[src/rtl/rgb_led_arbiter_if.sv]
// Client-side bundle of the RGB LED arbiter: request/colour/release in, grant/busy/LED out.
interface rgb_led_arbiter_if;
  logic [3:0]  REQ;
  logic [11:0] REQ_COLOR;
  logic [3:0]  REL;
  logic [3:0]  GNT;
  logic        BUSY;
  logic [2:0]  RGB_LED;

  modport master (output REQ, REQ_COLOR, REL, input GNT, BUSY, RGB_LED);
  modport slave  (input REQ, REQ_COLOR, REL, output GNT, BUSY, RGB_LED);
endinterface

[src/rtl/rgb_led_arbiter.sv]
// Round-robin time-sharing of the RGB LED among four clients, with bounded slots and dark gaps.
// Grant/release take effect on the sampling edge; idle chase runs when nobody requests.
module rgb_led_arbiter #(
  parameter int SLOT_TICKS = 24_000_000,
  parameter int GAP_TICKS  = 2_400,
  parameter int IDLE_TICKS = 24_000_000
) (
  input  logic               CLK_IN,
  input  logic               RST_N,
  rgb_led_arbiter_if.slave   bus
);

  typedef enum logic [1:0] {S_IDLE, S_OWN, S_GAP} state_t;

  localparam logic [24:0] SLOT_LAST = 25'(SLOT_TICKS - 1);
  localparam logic [24:0] GAP_LAST  = 25'(GAP_TICKS - 1);
  localparam logic [24:0] IDLE_LAST = 25'(IDLE_TICKS - 1);

  state_t      state_q, state_d;
  logic [24:0] chase_q, chase_d;
  logic [24:0] slot_q, slot_d;
  logic [24:0] gap_q, gap_d;
  logic [1:0]  ptr_q, ptr_d;
  logic [3:0]  gnt_q, gnt_d;
  logic [2:0]  led_q, led_d;
  logic        busy_q, busy_d;

  logic [1:0]  win;
  logic        any_req;
  logic [2:0]  win_color;
  logic [2:0]  own_color;
  logic [3:0]  own_oh;
  logic        others_req;
  logic        own_end;

  // Scan downward so the closest requester after the pointer is assigned last and wins.
  always_comb begin
    win = ptr_q + 2'd1;
    for (int i = 4; i >= 1; i--) begin
      if (bus.REQ[ptr_q + 2'(i)]) win = ptr_q + 2'(i);
    end
  end

  assign any_req    = |bus.REQ;
  assign win_color  = bus.REQ_COLOR[int'(win) * 3 +: 3];
  assign own_color  = bus.REQ_COLOR[int'(ptr_q) * 3 +: 3];
  assign own_oh     = 4'b0001 << ptr_q;
  assign others_req = |(bus.REQ & ~own_oh);
  assign own_end    = bus.REL[ptr_q] || !bus.REQ[ptr_q] ||
                      ((slot_q == SLOT_LAST) && others_req);

  always_comb begin
    state_d = state_q;
    chase_d = chase_q;
    slot_d  = slot_q;
    gap_d   = gap_q;
    ptr_d   = ptr_q;
    gnt_d   = gnt_q;
    led_d   = led_q;
    unique case (state_q)
      S_IDLE: begin
        if (any_req) begin
          state_d = S_OWN;
          ptr_d   = win;
          gnt_d   = 4'b0001 << win;
          slot_d  = '0;
          led_d   = win_color;
        end else if (chase_q == IDLE_LAST) begin
          chase_d = '0;
          led_d   = {led_q[1:0], led_q[2]};
        end else begin
          chase_d = chase_q + 25'd1;
        end
      end
      S_OWN: begin
        if (own_end) begin
          state_d = S_GAP;
          gnt_d   = '0;
          led_d   = '0;
          gap_d   = '0;
        end else begin
          led_d = own_color;
          if (slot_q != SLOT_LAST) slot_d = slot_q + 25'd1;
        end
      end
      S_GAP: begin
        if (gap_q != GAP_LAST) begin
          gap_d = gap_q + 25'd1;
        end else if (any_req) begin
          state_d = S_OWN;
          ptr_d   = win;
          gnt_d   = 4'b0001 << win;
          slot_d  = '0;
          led_d   = win_color;
        end else begin
          state_d = S_IDLE;
          chase_d = '0;
          led_d   = 3'b001;
        end
      end
      default: begin
        state_d = S_IDLE;
        gnt_d   = '0;
        led_d   = 3'b001;
        chase_d = '0;
      end
    endcase
    busy_d = (state_d != S_IDLE);
  end

  always_ff @(posedge CLK_IN) begin
    if (!RST_N) begin
      state_q <= S_IDLE;
      chase_q <= '0;
      slot_q  <= '0;
      gap_q   <= '0;
      ptr_q   <= 2'd3;
      gnt_q   <= '0;
      led_q   <= 3'b001;
      busy_q  <= 1'b0;
    end else begin
      state_q <= state_d;
      chase_q <= chase_d;
      slot_q  <= slot_d;
      gap_q   <= gap_d;
      ptr_q   <= ptr_d;
      gnt_q   <= gnt_d;
      led_q   <= led_d;
      busy_q  <= busy_d;
    end
  end

  assign bus.GNT     = gnt_q;
  assign bus.BUSY    = busy_q;
  assign bus.RGB_LED = led_q;

endmodule

[src/flat_wrapper.sv]
// flat-port wrapper written by rule: the top's interface ports become plain ports
module rgb_led_arbiter_flat 
#(
  parameter int SLOT_TICKS = 24_000_000,
  parameter int GAP_TICKS  = 2_400,
  parameter int IDLE_TICKS = 24_000_000
)
  (CLK_IN, RST_N, bus_REQ, bus_REQ_COLOR, bus_REL, bus_GNT, bus_BUSY, bus_RGB_LED);
  rgb_led_arbiter_if bus_i ();
  input  logic CLK_IN;
  input  logic RST_N;
  input wire logic [$bits(bus_i.REQ)-1:0] bus_REQ;
  input wire logic [$bits(bus_i.REQ_COLOR)-1:0] bus_REQ_COLOR;
  input wire logic [$bits(bus_i.REL)-1:0] bus_REL;
  output wire logic [$bits(bus_i.GNT)-1:0] bus_GNT;
  output wire logic [$bits(bus_i.BUSY)-1:0] bus_BUSY;
  output wire logic [$bits(bus_i.RGB_LED)-1:0] bus_RGB_LED;
  assign bus_i.REQ = bus_REQ;
  assign bus_i.REQ_COLOR = bus_REQ_COLOR;
  assign bus_i.REL = bus_REL;
  assign bus_GNT = bus_i.GNT;
  assign bus_BUSY = bus_i.BUSY;
  assign bus_RGB_LED = bus_i.RGB_LED;
  rgb_led_arbiter #(.SLOT_TICKS(SLOT_TICKS), .GAP_TICKS(GAP_TICKS), .IDLE_TICKS(IDLE_TICKS)) u_core (.CLK_IN(CLK_IN), .RST_N(RST_N), .bus(bus_i));
endmodule
[config.mk]
export PLATFORM = sky130hd
export DESIGN_NAME = rgb_led_arbiter_flat
export DESIGN_NICKNAME = d
export VERILOG_FILES = /design/src/rtl/rgb_led_arbiter_if.sv /design/src/rtl/rgb_led_arbiter.sv /design/src/flat_wrapper.sv
export SDC_FILE = /design/constraint.sdc
export NUM_CORES = 1
export LEC_CHECK = 0
export CORE_UTILIZATION = 50
export CTS_BUF_LIST = sky130_fd_sc_hd__clkbuf_16
export CTS_CLUSTER_DIAMETER = 200
export DETAILED_ROUTE_END_ITERATION = 7
export HOLD_SLACK_MARGIN = 0.06
export PLACE_DENSITY_LB_ADDON = 0.05
export SYNTH_ARGS = -nofsm -noshare
export SYNTH_HDL_FRONTEND = slang
export SYNTH_SLANG_ARGS = --single-unit
[constraint.sdc]
create_clock -name CLK_IN -period 8.1 [get_ports CLK_IN]
set_input_delay 2.43 -clock CLK_IN [delete_from_list [all_inputs] [get_ports CLK_IN]]
set_output_delay 2.43 -clock CLK_IN [all_outputs]
set_load 0.03 [all_outputs]
# Word level (Yosys, flattened, before mapping)
# Cells that the tools add are included.
# totals
in_bits	22
latch_bits	0
output_inout_bits	8
wordCells	103
romBits	0
ff_bits	87
memories	0
mem_bits_rw	0
# classes
n_eq_ne	14
bitwise_logic	3
n_reduce_logical	17
n_mul	2
n_lt_le_gt_ge	4
n_div	0
n_mux	45
shift	4
addsub	6
# ops
operator	n
25-bit two-way mux	10
25-bit one-hot mux with 3 select lines	2
25-bit by 1-bit adder with 25-bit output (second input constant)	3
12-bit by 32-bit indexed part select with 3-bit output	2
25-bit == test (second input constant)	2
25-bit one-hot mux with 2 select lines	1
25-bit by 12-bit != test with 1-bit output (second input constant)	1
25-bit != test (second input constant)	1
2-bit two-way mux	9
3-bit two-way mux	5
2-bit by 3-bit < comparator with 1-bit output (second input constant)	4
4-bit two-way mux	3
4-bit one-hot mux with 3 select lines	1
1-bit binary-select mux with 2-bit select	5
3-bit one-hot mux with 3 select lines	1
2-bit by 2-bit multiplier with 4-bit output (second input constant)	2
2-bit != test (second input constant)	4
4-bit AND reduction	2
4-bit OR reduction	2
1-bit by 2-bit << shifter with 4-bit output (first input constant)	2
1-bit two-way mux	6
2-bit by 1-bit != test with 1-bit output (second input constant)	3
2-bit one-hot mux with 3 select lines	1
2-bit AND reduction	3
16 further kinds	20

# Logic depth before layout (Yosys ltp)
# Gate-level depths: netlist of run 1.
# depth
word_depth	11
depth_mapped	11
mapped_depth_nobuf	8

# Worst setup path before layout of run 1
# OpenSTA, ideal clock, no wires.
# synth_timing
kind	input -> register
from	input bus_REQ[3]
to	register u_core.led_q[1], in the netlist u_core.bus.RGB_LED[1]
setup_time_ns	0.079
n_path_buf	2
t_required_ns	8.021
stages	7
arrival_ns	4.402
path_slack_ns	3.619
cell_sequence	clkbuf_1 mux4_2 a211oi_1 and3_1 clkbuf_1 mux4_2 o211ai_1
# synth_via
elab_chain_cells	11
word_cells_on_any_way	28
classes_between	1 x mul; 1 x eq/ne; 1 x shift; 17 x mux; 1 x bitwise; 7 x reduce/logical
# synth_rtl
element	line_no	source
start, declared	flat_wrapper.sv:12	input wire logic [$bits(bus_i.REQ)-1:0] bus_REQ;
1-bit binary-select mux with 2-bit select	rgb_led_arbiter.sv:40, rgb_led_arbiter.sv:49	
1-bit two-way mux (implied by the code)	rgb_led_arbiter.sv:40, rgb_led_arbiter.sv:49	
2-bit two-way mux (4 in series)	rgb_led_arbiter.sv:40	if (bus.REQ[ptr_q + 2'(i)]) win = ptr_q + 2'(i);
2-bit by 2-bit multiplier with 4-bit output	rgb_led_arbiter.sv:45	assign win_color = bus.REQ_COLOR[int'(win) * 3 +: 3];
12-bit by 32-bit indexed part select with 3-bit output	rgb_led_arbiter.sv:45	
3-bit two-way mux	rgb_led_arbiter.sv:89	end else if (any_req) begin
3-bit two-way mux	rgb_led_arbiter.sv:87	if (gap_q != GAP_LAST) begin
3-bit one-hot mux with 3 select lines	rgb_led_arbiter.sv:60	unique case (state_q)
end signal, assigned	rgb_led_arbiter.sv:128	led_q <= led_d;
end, declared	rgb_led_arbiter.sv:25	logic [2:0] led_q, led_d;
# Parallel ways exist; a longest one is shown, timed or not. The select of a mux whose other input is x is not followed.
# A chain may end at the register's enable or synchronous reset.

# Final worst setup path of run 1
# layout_timing
from	input bus_REQ[1]
to	register u_core.slot_q[1]
# layout_via
elab_chain_cells	7
word_cells_on_any_way	14
classes_between	1 x eq/ne; 5 x mux; 1 x bitwise; 7 x reduce/logical
# layout_rtl
element	line_no	source
1-bit binary-select mux with 2-bit select	rgb_led_arbiter.sv:49	assign own_end = bus.REL[ptr_q] || !bus.REQ[ptr_q] ||
1-bit two-way mux (implied by the code)	rgb_led_arbiter.sv:49	
1-bit logical NOT	rgb_led_arbiter.sv:49	
1-bit logical OR (2 in series)	rgb_led_arbiter.sv:49	
2-bit != test (no line)	n/a	
4-bit AND reduction (no line)	n/a	
end signal, assigned	rgb_led_arbiter.sv:124	slot_q <= slot_d;
end, declared	rgb_led_arbiter.sv:21	logic [24:0] slot_q, slot_d;
# Parallel ways exist; a longest one is shown, timed or not. The select of a mux whose other input is x is not followed.

==> flow_metrics.tcl, run 1 <==
set metrics [dict create \
    die_area_um2 11100 \
    period_share_pct 63.6 \
    cts-resized-gates 0 \
    area_growth_pct 11.8 \
    synth_area_leaders "dfxtp_1 (33%), a21oi_1 (6.1%), nand2_1 (4.5%)" \
    slew_headroom_pct 19.5 \
    final_max_slew_viol_count 0 \
    antennaDiodeCount 0 \
    avgViaCountPerCell 6.52 \
    ios 30 \
    track_usage_pct 26.1 \
    netSwitchingPower_uw 552 \
    synth_seq_cells 87 \
    irDropWorstVdd_uv 178 \
    synth_cells 676 \
    start_kind "input pin" \
    p_seq_share_pct 35.2 \
    hpwl_mm 9.48 \
    status "finished clean" \
    worstPathRequired_ns 8.35 \
    cts_buffers 9 \
    drv_cap 0 \
    critPathKind "input pin to flop" \
    route.vias.total 5331 \
    synth_area_um2 5350 \
    hold_buffers 0 \
    syn-num-nets 705 \
    cp.arrival_ns 5.40 \
    start_util_pct 51.8 \
    die_w_um 105 \
    grt_max_degree 38 \
    p_int_uw 874 \
    ys_types 65 \
    report.final.hold_viol_count 0 \
    worst_pin_slew_ns 1.21 \
    wl_per_cell_um 17.0 \
    post_cts_buffers 0 \
    hold_path_end "u_core.slot_q[24]" \
    synth_simple_gate_area_share_pct 31.8 \
    max_clock_freq_mhz 194 \
    synth_largest_area_cell "dfxtp_1" \
    clkPwrFrac_pct 28.5 \
    powerDensity_nw_per_um2 238 \
    rrSetupSlack_ns 4.61 \
    final_design_area_no_fill_um2 5980 \
    clkSlewWorstSetupHoldPaths_ns 0.06 \
    cts-root-buf "clkbuf_16" \
    insertion_delay_ns 0.34 \
    fp-row-count 37 \
    clock_skew_ns 0.00785 \
    drt_iter0_drc 335 \
    p_leak_uw 0.00197 \
    nets 707 \
    synth_top_family_by_area "simple AND/OR/NAND/NOR gates" \
    fin_setup_tns_ns 0 \
    setup_viol 0 \
    clk_path_buf_depth 2 \
    drc 0 \
    hold_path_depth 2 \
    synth_compound_area_share_pct 23.0 \
    worstSetupEndpointType "flop" \
    antenna_left 0 \
    htree_levels 3 \
    switching_share_pct 38.7 \
    rsz0062_at_grt "false" \
    core_um2 10300 \
    combPwrFrac_pct 36.3 \
    yosysWarnings 0 \
    synth_xor_area_share_pct 0.328 \
    avgSynthCellArea_um2 7.91 \
    n_fill_cell 971 \
    wirelength_mm 13.9 \
    final_layout_size_suffix_gt1_share_pct 7.18 \
    synth_top_area_share_pct 32.6 \
    r2r_start "u_core.ptr_q[0]" \
    grt_pass1_wl_mm 23.9 \
    cts_num_sinks 87 \
    synth_edf_count 0 \
    rr_worst_depth 6 \
    grt_pass1_vias 4945 \
    seq_area_frac_synth_pct 32.6 \
    post-route-min-period_ns 5.15 \
    drt_pass1_iterations 5 \
    muxShareOfSynthArea_pct 5.64 \
    async_reset_ff_share_pct 0 \
    crit_fanout 27 \
    r2r-end "u_core.slot_q[1]" \
    post-route-util_pct 57.9 \
    ys_dominant_reg_cell "dfxtp_1" \
    port-buffer-count 29 \
    gr-total-overflow 0 \
    placed_area_um2 5700 \
    cts_tree "yes" \
    antenna_found_initial 0 \
    dieHeight_um 105 \
    gp_congestion 0.815 \
    synth_adder_area_share_pct 1.64 \
    hp-class "flop to flop" \
    holdCritStartpoint "u_core.slot_q[24]" \
]
==> stage by stage <==
| stage | worst slack, ns | total power [µW] | hold slack (ns) | std cells |
|---|---|---|---|---|
| after floorplan | 3.62 | 872 | 0.438 | 676 |
| final | 2.95 | 1430 | 0.477 | 818 |
| after global routing | 2.70 | 1500 | 0.508 | 818 |
| after detailed placement | 2.62 | 1020 | 0.470 | 803 |
| after CTS | 2.96 | 1430 | 0.481 | 818 |
| after global placement | 2.74 | 1020 | 0.450 | 803 |
==> final cells by class <==
type	instances	area, µm²	share of cell area (%)
multi-input cells	518	3350	55.9
flip-flops and latches	87	1740	29.1
repair buffers	37	350	5.86
clock buffers	9	225	3.77
well taps	136	170	2.85
inverters	25	93.8	1.57
clock inverters	6	53.8	0.900
==> power groups by stage <==
stage	clock network, µW	registers (µW)	logic [µW]
after global placement	0	511	507
after CTS	410	502	514
after detailed placement	0	510	512
after global routing	429	508	564
after floorplan	0	509	363
final	406	502	517
==> metal layers <==
metal,wire length [µm],vias up,GRT usage (%),part of all wire (%)
met2,6590,137,43.0,47
met4,269,0,7.75,1.9
met5,0,-,0,0
met3,594,24,4.39,4.3
li1,-,2590,-,-
met1,6460,2580,35.0,46
==> synthesized netlist by cell type, types with 11 or more instances <==
library cell,number
nand2_1,64
dfxtp_1,87
inv_1,23
o211ai_1,20
or4_1,25
or3_1,24
mux2i_1,11
clkbuf_1,40
nor2_1,21
o21ai_0,39
nand2b_1,15
nor3_1,23
nand4_1,24
nand3_1,40
a21oi_1,65
and3_1,23
==> sequential cells by signal, indices dropped and copies added, names as in the netlist <==
register / flops
u_core.bus.RGB_LED: 3
u_core.bus.BUSY: 1
u_core.ptr_q: 2
u_core.chase_q: 25
u_core.slot_q: 25
u_core.bus.GNT: 4
u_core.state_q: 2
u_core.gap_q: 25
==> worst max-delay path, cell delays in order <==
cell and delay, ns:
clkdlybuf4s50_1 0.70, mux4_2 0.37, nand2b_1 0.10, a31oi_2 0.29, nand2_1 0.54, or4b_2 0.80
a21oi_1 0.16
==> cell families after synthesis <==
logic type                 count (synthesis)
AOI/OAI and AO/OA                        189
xor gates and xnor gates                   2
adders and majority gates                  7
buffers and inverters                     71
DFF                                       87
muxes                                     20
and+or+nand+nor                          300
==> worst max path at each step <==
stage          startpoint                     to  cells past startpoint  slack (ns)
6_report       bus_REQ[1]       u_core.slot_q[1]                      7        2.95
2_1_floorplan  bus_REQ[3]  u_core.bus.RGB_LED[1]                      7        3.62
3_3_place_gp   bus_REQ[1]       u_core.slot_q[1]                      7        2.74
5_1_grt        bus_REQ[0]      u_core.slot_q[21]                      6        2.70
3_5_place_dp   bus_REQ[1]       u_core.slot_q[1]                      7        2.62
4_1_cts        bus_REQ[1]       u_core.slot_q[1]                      7        2.96
==> cell usage in the layout, fill, tap and decap left out, types with 21 or more instances in the layout <==
cell and n:
clkdlybuf4s50_1 29, and3_1 23, a21oi_1 62, nor2_1 21, or4_1 25, inv_1 24, or3_1 24, nand4_1 24
dfxtp_1 87, o21ai_0 39, nand3_1 40, nor3_1 23, nand2_1 64
Power figures use the tool's default switching activity.
==> inputs of run 2 (changes only) <==
clock period = 5.4 ns   (was 8.1 ns; I/O delays follow)
==> run 2 against run 1 <==
Via count down 0.51%. Global-route usage grew 0.78 points. Largest power group unchanged. Largest cell class unchanged. Sequential share of layout area hardly changed.
==> flow_metrics.tcl, run 2 (synthesized netlist as in run 1, its figures left out) <==
set metrics [dict create \
    grt_max_degree 39 \
    crit_chain "clkdlybuf4s50_1 > mux4_2 > nand2b_1 > a31oi_2 > nand2_1 > or4b_2 > a21oi_1" \
    register_area_um2 1740 \
    hold_buffers 0 \
    period_share_pct 76.4 \
    n_fill_cell 966 \
    port-buffer-count 29 \
    final_cell_mix "dfxtp_1 (87), nand2_1 (64), a21oi_1 (62), nand3_1 (40), o21ai_0 (39)" \
    die_w_um 105 \
    worstPathRequired_ns 5.68 \
    htree_levels 3 \
    ios 30 \
    setup_viol 0 \
    place_worst_setup_slack_ns 0.978 \
    multiInputGateArea_um2 3350 \
    timing.final.ws_setup_ns 1.27 \
    gr-total-overflow 0 \
    top_regs "u_core.chase_q x25, u_core.gap_q x25, u_core.slot_q x25" \
    antenna_left 0 \
    critPathKind "input pin to flop" \
    rsz0062_at_grt "false" \
    placed_area_um2 5740 \
    use_met3_pct 5.50 \
    cp.arrival_ns 4.41 \
    antennaDiodeCount 0 \
    final_max_slew_viol_count 0 \
    max_clock_freq_mhz 242 \
    report.final.hold_viol_count 0 \
    p_seq_share_pct 36.0 \
    slew_headroom_pct 25.6 \
    die_area_um2 11100 \
    wirelength_mm 14.0 \
    switching_share_pct 39.2 \
    p_int_uw 1270 \
    drv_cap 0 \
    start_kind "input pin" \
    fp-row-count 37 \
    hpwl_mm 9.56 \
    insertion_delay_ns 0.35 \
    start_util_pct 51.8 \
    worstSetupEndpointType "flop" \
    cts_tree "yes" \
    grt_pass1_wl_mm 23.9 \
    netSwitchingPower_uw 820 \
    max_stage_delay_ns 0.75 \
    cts_buffers 9 \
    clkPwrFrac_pct 26.2 \
    avgViaCountPerCell 6.45 \
    area_growth_pct 11.9 \
    post_cts_buffers 0 \
    clock_skew_ns 0.00833 \
    track_usage_pct 26.9 \
    drt_iter0_drc 298 \
    crit_path_top_delay_cell "or4b_2" \
    cts_num_sinks 87 \
    cts-root-buf "clkbuf_16" \
    grt_pass1_vias 4842 \
    hp-class "flop to flop" \
    irDropWorstVdd_uv 304 \
    final_common_cell "dfxtp_1" \
    status "finished clean" \
    grtUsageMet1_pct 36.3 \
    use_met2_pct 42.2 \
    top_usage_layer "met2" \
    nets 712 \
    p_leak_uw 0.00199 \
    clk_path_buf_depth 2 \
    powerDensity_nw_per_um2 349 \
    combPwrFrac_pct 37.8 \
    drt_pass1_iterations 6 \
    clkSlewWorstSetupHoldPaths_ns 0.06 \
    antenna_found_initial 0 \
    fin_setup_tns_ns 0 \
    final_layout_size_suffix_gt1_share_pct 7.73 \
    whs_ns 0.481 \
    wl_per_cell_um 17.0 \
    drc 0 \
    dieHeight_um 105 \
    crit_fanout 20 \
    core_um2 10300 \
    worst_pin_slew_ns 1.12 \
    cts-resized-gates 0 \
    post-route-min-period_ns 4.13 \
    final_design_area_no_fill_um2 5990 \
    route.vias.total 5304 \
    gp_congestion 0.853 \
]
run 2: layout make-up:
| type | count | area share [%] |
|---|---|---|
| Sequential cell | 87 | 29.1 |
| Inverter | 25 | 1.57 |
| Clock buffer | 9 | 3.76 |
| Tap cell | 136 | 2.84 |
| Clock inverter | 5 | 0.355 |
| Multi-Input combinational cell | 518 | 55.9 |
| Timing Repair Buffer | 42 | 6.48 |
run 2: worst paths after layout:
kind                                        from                    end  slack (ns)  cells past startpoint
worst max register to register   u_core.ptr_q[0]  u_core.bus.RGB_LED[1]        2.03                      7
worst max-delay path                  bus_REQ[1]       u_core.slot_q[1]        1.27                      7
worst min register to register  u_core.gap_q[20]       u_core.gap_q[20]        0.48                      2
worst min-delay path            u_core.gap_q[20]       u_core.gap_q[20]        0.48                      2
run 2: power groups by stage:
stage / Sequential, µW / Combinational, µW / Clock [µW]
final: 752 / 791 / 548
after global routing: 762 / 859 / 584
after CTS: 752 / 782 / 563
after detailed placement: 766 / 781 / 0
after global placement: 765 / 772 / 0
after floorplan: 764 / 544 / 0
run 2: per-stage QoR:
step / power [µW] / util, % / instances
floorplan: 1310 / - / 676
global placement: 1540 / 55.6 / 808
detailed placement: 1550 / 55.6 / 808
global route: 2210 / 58.0 / 822
CTS: 2100 / 58.0 / 822
finish: 2090 / 58.0 / 822
run 2: routing by layer:
metal	routed length (µm)	part of all wire (%)
met1	6380	46
met2	6590	47
met3	756	5.4
met4	243	1.7
met5	0	0
run 2: worst max-delay path: cells and delay by family:
family	cells	cell delay, ns
AND/OR/NAND/NOR	3	1.29
buffers and inverters	1	0.68
AO/OA/AOI/OAI	2	0.44
multiplexers	1	0.37
